===== config.mk =====
export PLATFORM = sky130hd
export DESIGN_NAME = im_loader
export DESIGN_NICKNAME = d
export VERILOG_FILES = /design/src/rtl/im_loader.sv
export SDC_FILE = /design/constraint.sdc
export NUM_CORES = 1
export LEC_CHECK = 0
export CAP_MARGIN = 25
export CORE_MARGIN = 2
export CORE_UTILIZATION = 55
export CTS_CLUSTER_DIAMETER = 80
export CTS_CLUSTER_SIZE = 28
export DETAILED_ROUTE_END_ITERATION = 10
export PLACE_DENSITY = 0.86
export REMOVE_ABC_BUFFERS = 1
export SLEW_MARGIN = 25
export SYNTH_ARGS = -nofsm -noshare
export SYNTH_HDL_FRONTEND = slang
export SYNTH_SLANG_ARGS = --single-unit

===== constraint.sdc =====
create_clock -name clk -period 2.72 [get_ports clk]
set_input_delay 0.408 -clock clk [delete_from_list [all_inputs] [get_ports clk]]
set_output_delay 0.408 -clock clk [all_outputs]
set_load 0.01 [all_outputs]

===== src/rtl/im_loader.sv =====
// Boot-time instruction-memory loader: frames SYNC/LEN/data bytes into big-endian words for the IM write port.
// Define IM_LOADER_CHKSUM_EN to require a trailing XOR checksum byte on every frame.
module im_loader #(
  parameter int          NMEM      = 20,
  parameter logic [31:0] BASE_ADDR = 32'd0,
  parameter logic [7:0]  SYNC      = 8'hA5
) (
  input  logic        clk,
  input  logic        rst,
  input  logic [7:0]  rx_data,
  input  logic        rx_valid,
  output logic        rx_ready,
  output logic [31:0] im_add,
  output logic [31:0] im_data,
  output logic        im_en,
  output logic        im_rd_wr,
  output logic        cpu_hold,
  output logic        done,
  output logic        err
);

  typedef enum logic [2:0] {IDLE, LEN_HI, LEN_LO, DATA, WRITE, CHK, DONE} state_t;

  localparam logic [15:0] NMEM_W = 16'(NMEM);

  state_t      state;
  logic [7:0]  len_hi;
  logic [15:0] words_left;
  logic [1:0]  byte_cnt;
  logic [23:0] word;
  logic [31:0] addr;
  logic        accept;
  logic [15:0] len;

  assign accept = rx_valid && rx_ready;
  assign len    = {len_hi, rx_data};

`ifdef IM_LOADER_CHKSUM_EN
  // Running XOR over length and data bytes; restarts whenever the loader is idle.
  logic [7:0] chk;

  always_ff @(posedge clk) begin
    if (rst || state == IDLE)
      chk <= 8'd0;
    else if (accept && (state == LEN_HI || state == LEN_LO || state == DATA))
      chk <= chk ^ rx_data;
  end
`endif

  // rx_ready is registered alongside each transition so it tracks the state being entered.
  always_ff @(posedge clk) begin
    if (rst) begin
      state      <= IDLE;
      rx_ready   <= 1'b0;
      im_add     <= 32'd0;
      im_data    <= 32'd0;
      im_en      <= 1'b0;
      im_rd_wr   <= 1'b0;
      cpu_hold   <= 1'b0;
      done       <= 1'b0;
      err        <= 1'b0;
      len_hi     <= 8'd0;
      words_left <= 16'd0;
      byte_cnt   <= 2'd0;
      word       <= 24'd0;
      addr       <= BASE_ADDR;
    end else begin
      im_en    <= 1'b0;
      im_rd_wr <= 1'b0;
      done     <= 1'b0;
      case (state)
        IDLE: begin
          rx_ready <= 1'b1;
          if (accept && rx_data == SYNC) begin
            state    <= LEN_HI;
            cpu_hold <= 1'b1;
            err      <= 1'b0;
            addr     <= BASE_ADDR;
          end
        end
        LEN_HI: begin
          if (accept) begin
            len_hi <= rx_data;
            state  <= LEN_LO;
          end
        end
        LEN_LO: begin
          if (accept) begin
            if (len > NMEM_W) begin
              err      <= 1'b1;
              cpu_hold <= 1'b0;
              state    <= IDLE;
            end else if (len == 16'd0) begin
`ifdef IM_LOADER_CHKSUM_EN
              state <= CHK;
`else
              state    <= DONE;
              done     <= 1'b1;
              cpu_hold <= 1'b0;
              rx_ready <= 1'b0;
`endif
            end else begin
              words_left <= len;
              byte_cnt   <= 2'd0;
              state      <= DATA;
            end
          end
        end
        DATA: begin
          if (accept) begin
            byte_cnt <= byte_cnt + 2'd1;
            if (byte_cnt == 2'd3) begin
              im_en    <= 1'b1;
              im_rd_wr <= 1'b1;
              im_add   <= addr;
              im_data  <= {word, rx_data};
              rx_ready <= 1'b0;
              state    <= WRITE;
            end else begin
              word <= {word[15:0], rx_data};
            end
          end
        end
        WRITE: begin
          addr       <= addr + 32'd4;
          words_left <= words_left - 16'd1;
          if (words_left == 16'd1) begin
`ifdef IM_LOADER_CHKSUM_EN
            rx_ready <= 1'b1;
            state    <= CHK;
`else
            done     <= 1'b1;
            cpu_hold <= 1'b0;
            state    <= DONE;
`endif
          end else begin
            rx_ready <= 1'b1;
            state    <= DATA;
          end
        end
`ifdef IM_LOADER_CHKSUM_EN
        CHK: begin
          if (accept) begin
            cpu_hold <= 1'b0;
            if (rx_data == chk) begin
              done     <= 1'b1;
              rx_ready <= 1'b0;
              state    <= DONE;
            end else begin
              err   <= 1'b1;
              state <= IDLE;
            end
          end
        end
`endif
        DONE: begin
          rx_ready <= 1'b1;
          state    <= IDLE;
        end
        default: begin
          rx_ready <= 1'b1;
          state    <= IDLE;
        end
      endcase
    end
  end

endmodule


; After elaboration in Yosys (flattened, before gate mapping)
; Index checks and enable logic that the tools add are counted.
[totals]
in_bits = 11
elab_cells = 102
ff_bits = 154
[classes]
muxes = 42
reduce_logical = 20
bitwise_logic = 4
addsub = 3
n_eq_ne = 19
magnitude_cmp = 1
[ops]
columns = op, n
row1 = $pmux W32 S2, 1
row2 = $mux W16, 3
row3 = $add A32 B3 Y32 const B, 1
row4 = $mux W32, 1
row5 = $pmux W16 S2, 1
row6 = $mux W3, 8
row7 = $ne A2 B2 Y1 const B, 11
row8 = $mux W1, 18
row9 = $eq A16 B1 Y1 const B, 1
row10 = $gt A16 B5 Y1 const B, 1
row11 = $logic_not A16 Y1, 1
row12 = $sub A16 B1 Y16 const B, 1
row13 = $pmux W3 S5, 1
row14 = $reduce_and A5 Y1, 3
row15 = $eq A8 B8 Y1 const B, 1
row16 = $mux W2, 4
row17 = $reduce_and A4 Y1, 2
row18 = $reduce_bool A2 Y1, 4
row19 = $reduce_and A7 Y1, 1
row20 = $eq A3 B2 Y1 const B, 2
row21 = $reduce_and A3 Y1, 2
row22 = $not A1 Y1, 4
row23 = $pmux W1 S2, 2
row24 = $pmux W1 S4, 1
row25 = 12 further kinds, 14

; Depth between registers and ports, before layout
[logic_depth]
word_depth = 5
ltp_mapped = 8
mapped_depth_nobuf = 7

; Least setup slack after synthesis
; No wires, ideal clock.
[synth_path]
path_type = register to register
start = register state[0]
end = register addr[26]
period_less_slack_ns = 2.471
arrival_ns = 2.400
required_time_ns = 2.650
path_buffers = 3
slack_ns = 0.249
stages_incl_launch_ff = 9
cell_sequence = dfxtp_1 > buf_6 > or3b_1 > buf_2 > or4_4 > or3_1 > buf_2 > or3_1 > a21oi_1
[synth_via]
elab_chain_len = 3
[synth_lines]
columns = element, line_no
row1 = "start, declared", 26  ; state_t state;
row2 = "start signal, assigned", 53  ; state <= IDLE;
row3 = "start signal, assigned", 75  ; state <= LEN_HI;
row4 = "start signal, assigned", 84  ; state <= LEN_LO;
row5 = $eq A3 B3 Y1 or $logic_not A3 Y1 (tied branches), 71  ; case (state)
row6 = $reduce_bool A2 Y1 (no source line) or $ne A2 B2 Y1 (tied branches), -
row7 = $reduce_and A2 Y1 (no source line), -
row8 = "end signal, assigned", 125  ; addr <= addr + 32'd4;
row9 = "end, declared", 31  ; logic [31:0] addr;
; Several ways; a longest one is shown, not always the timed one.
; A chain may end at the register's enable or synchronous reset.

; Final worst setup path
; Same ends and word-level chain as after synthesis.

==> flow_metrics.env <==
export IMPL_maxCapViolCount=0
export IMPL_drive_gt1_share_pct=8.523
export IMPL_synth_top_area_share_pct=47.66
export IMPL_netlist_instances=796
export IMPL_synthFlopType="dfxtp_1"
export IMPL_min_period_ns=2.356
export IMPL_highest_layer="met4"
export IMPL_clk_path_buf_depth=2
export IMPL_hpwl_mm=9.828
export IMPL_cts_clk_slew_worst_paths_ns=0.06
export IMPL_start_util_pct=55.66
export IMPL_syn2layout_area_growth_pct=24.50
export IMPL_crit_buf_inv=0
export IMPL_cp_required_ns=3.07
export IMPL_power_density_mw_per_mm2=568.5
export IMPL_grt_total_usage_pct=24.74
export IMPL_cp_data_arrival_time_ns=2.71
export IMPL_wl_per_cell_microns=14.88
export IMPL_die_area_sq_mm=0.01233
export IMPL_post_cts_setup_buffers=0
export IMPL_leakage_nw=2.614
export IMPL_rsz0062_at_grt="no"
export IMPL_timing_fmax_ghz=0.4244
export IMPL_fin_area_sq_mm=0.007845
export IMPL_vias=6011
export IMPL_fin_total_pwr_mw=4.460
export IMPL_drc=0
export IMPL_fin_util_pct=69.30
export IMPL_antenna_left=0
export IMPL_num_io_pins=81
export IMPL_routed_wl_met2_mm=7.250
export IMPL_hold_viol=0
export IMPL_holdWs_ns=0.4390
export IMPL_critPathSlowestCell="or4_4"
export IMPL_avgViaCountPerCell=5.876
export IMPL_insertion_delay_ns=0.42
export IMPL_h_tree_depth=4
export IMPL_syn_area_sq_mm=0.006301
export IMPL_diodes=0
export IMPL_yosysWarningCount=0
export IMPL_grt_max_degree=64
export IMPL_hold_buffers=0
export IMPL_tightestPinTransition_ns=0.6708
export IMPL_ctsResizeCount=0
export IMPL_async_flop_share_pct=0
export IMPL_cts_buffers_inserted=17
export IMPL_worstPathCellList="or3b_1 > or4_4 > or3_1 > or3_1 > a21oi_1"
export IMPL_io_buffers=78
export IMPL_drtIter0Drc=569
export IMPL_cts_num_sinks=150
export IMPL_setup_violations=0
export IMPL_slew_headroom_pct=55.19
export IMPL_clock_root_buffer="clkbuf_16"
export IMPL_placed_cell_area_sq_mm=0.007307
export IMPL_wl_met1_mm=6.815
export IMPL_dr_pass1_iters=5
export IMPL_fin_skew_ns=0.009898
export IMPL_crit_family="simple AND/OR/NAND/NOR gates"
export IMPL_core_sq_mm=0.01132
export IMPL_slew_viol_final=0
export IMPL_die_h_microns=111.0
export IMPL_final_nets=886
export IMPL_cp_start_kind="flip-flop"
export IMPL_cp_max_fo=8
export IMPL_synth_edff_count=0
export IMPL_path_common_cell="or3_1"
export IMPL_yosysSeqAreaShare_pct=47.66
export IMPL_tns_ns=0
export IMPL_globalplace_congestion=0.9312
export IMPL_grt_pass1_vias=5311
export IMPL_path_class="flip-flop to flip-flop"
export IMPL_ys_ff_latch=150
export IMPL_cts_tree="done"
export IMPL_grt_overflow_total=0
export IMPL_ir_drop_mv=0.4937
export IMPL_yosysTopAreaCell="dfxtp_1"
export IMPL_grt_pass1_wl_mm=25.41
export IMPL_grt_antenna_before_repair=0
export IMPL_setup_worst_path_end_class="flip-flop"
export IMPL_status="finished clean"
export IMPL_synth_cell_type_count=58
export IMPL_syn_area_per_cell_sq_um=7.916
export IMPL_placementRows=39
export IMPL_drt_wl_total_mm=15.22
export IMPL_wl_met3_microns=957
export IMPL_synth_area_leaders="dfxtp_1 48%, nand2_1 12%, a21oi_1 9.5%, nor2_1 3.0%, clkbuf_1 2.9%"
export IMPL_dieWidth_microns=111.0
export IMPL_hp_class="input pin to flip-flop"
export IMPL_min_period_over_period_pct=86.62
export IMPL_max_stage_delay_ns=0.57
==> worst reg2reg max path, stage by stage (launching register included) <==
cell and delay (ns):
dfxtp_1 0.30, or3b_1 0.40, or4_4 0.57, or3_1 0.50, or3_1 0.39, a21oi_1 0.13
==> per-layer routing <==
metal  global-route usage (%)  up-vias
met5                        0        -
met4                    8.230        0
met3                    5.631       25
met2                    39.02      252
met1                    33.83     2804
li1                         -     2930
==> sequential cells by signal, summed over array words and instances (netlist names) <==
name	count
state	3
addr	30
err	1
byte_cnt	2
done	1
rx_ready	1
im_data	32
len_hi	8
im_rd_wr	1
im_add	30
words_left	16
word	24
cpu_hold	1
==> final timing paths <==
kind	to	depth (start not counted)	slack, ns	startpoint
worst max-delay path	addr[26]	5	0.36	state[0]
worst min-delay path	addr[8]	2	0.44	rst
worst min register to register	im_add[14]	2	0.45	im_add[14]
worst max register to register	addr[26]	5	0.36	state[0]
==> layout make-up <==
class	count	area (sq um)
fill	854	3476
multi-input combinational	582	3053
sequential	150	3003
timing repair buffer	111	1039
clock buffer	23	488.0
tap	143	178.9
clock inverter	5	50.05
inverter	9	33.78
==> synth_stat cells, types with 3 or more instances <==
cell / instances
and3_1: 5
nand3_1: 27
nand2_1: 198
buf_4: 3
nor2_1: 50
a41oi_1: 4
mux2i_1: 10
o21a_1: 3
nand2b_1: 7
xor2_1: 3
a211oi_1: 8
nand4_1: 8
o21ai_0: 17
nor3_1: 17
or2_2: 3
o211ai_1: 8
or4_1: 3
nand4b_1: 5
a21oi_1: 119
inv_1: 9
a31oi_1: 4
nor4_1: 10
dfxtp_1: 150
o31ai_1: 10
or3_1: 9
a311oi_1: 9
ha_1: 4
clkbuf_1: 49
nor2b_1: 3
==> power breakdown <==
part           switching, mW  total (mW)  internal [mW]  leakage [nW]
registers            0.00109        2.20           2.20          1.21
clock network          0.830        2.16           1.33         0.270
logic                 0.0675       0.103         0.0359          1.14
==> metrics by stage <==
stage,setup WS [ns],cells
5_1_grt,0.2882,1023
3_3_place_gp,0.2495,995
6_report,0.3639,1023
2_1_floorplan,-0.2965,741
4_1_cts,0.3580,1023
3_5_place_dp,0.1735,995
==> cells by family after synthesis <==
family | count (synthesis) | share of synthesized area, %
XOR/XNOR | 4 | 0.5561
AND/OR/NAND/NOR | 361 | 26.01
flip-flops | 150 | 47.66
other | 1 | 0.05951
AO/OA/AOI/OAI | 199 | 18.76
buffers and inverters | 65 | 4.210
multiplexers | 12 | 1.946
adder cells (fa/ha/maj) | 4 | 0.7943
==> cell usage in the layout (no fill, tap or decap), types with 4 or more instances in the layout <==
cell type and instances:
a211oi_1 8, a21oi_1 119, a311oi_1 9, a31oi_1 4, a41oi_1 4, and3_1 4
buf_4 33, clkbuf_16 17, clkbuf_8 4, clkdlybuf4s50_1 77, clkinv_2 4, dfxtp_1 150
ha_1 4, inv_1 9, mux2i_1 10, nand2_1 198, nand2b_1 7, nand3_1 26
nand4_1 8, nand4b_1 5, nor2_1 50, nor3_1 16, nor4_1 10, o211ai_1 8
o21ai_0 17, o31ai_1 10, or3_1 9
(Power assumes the default switching activity.)
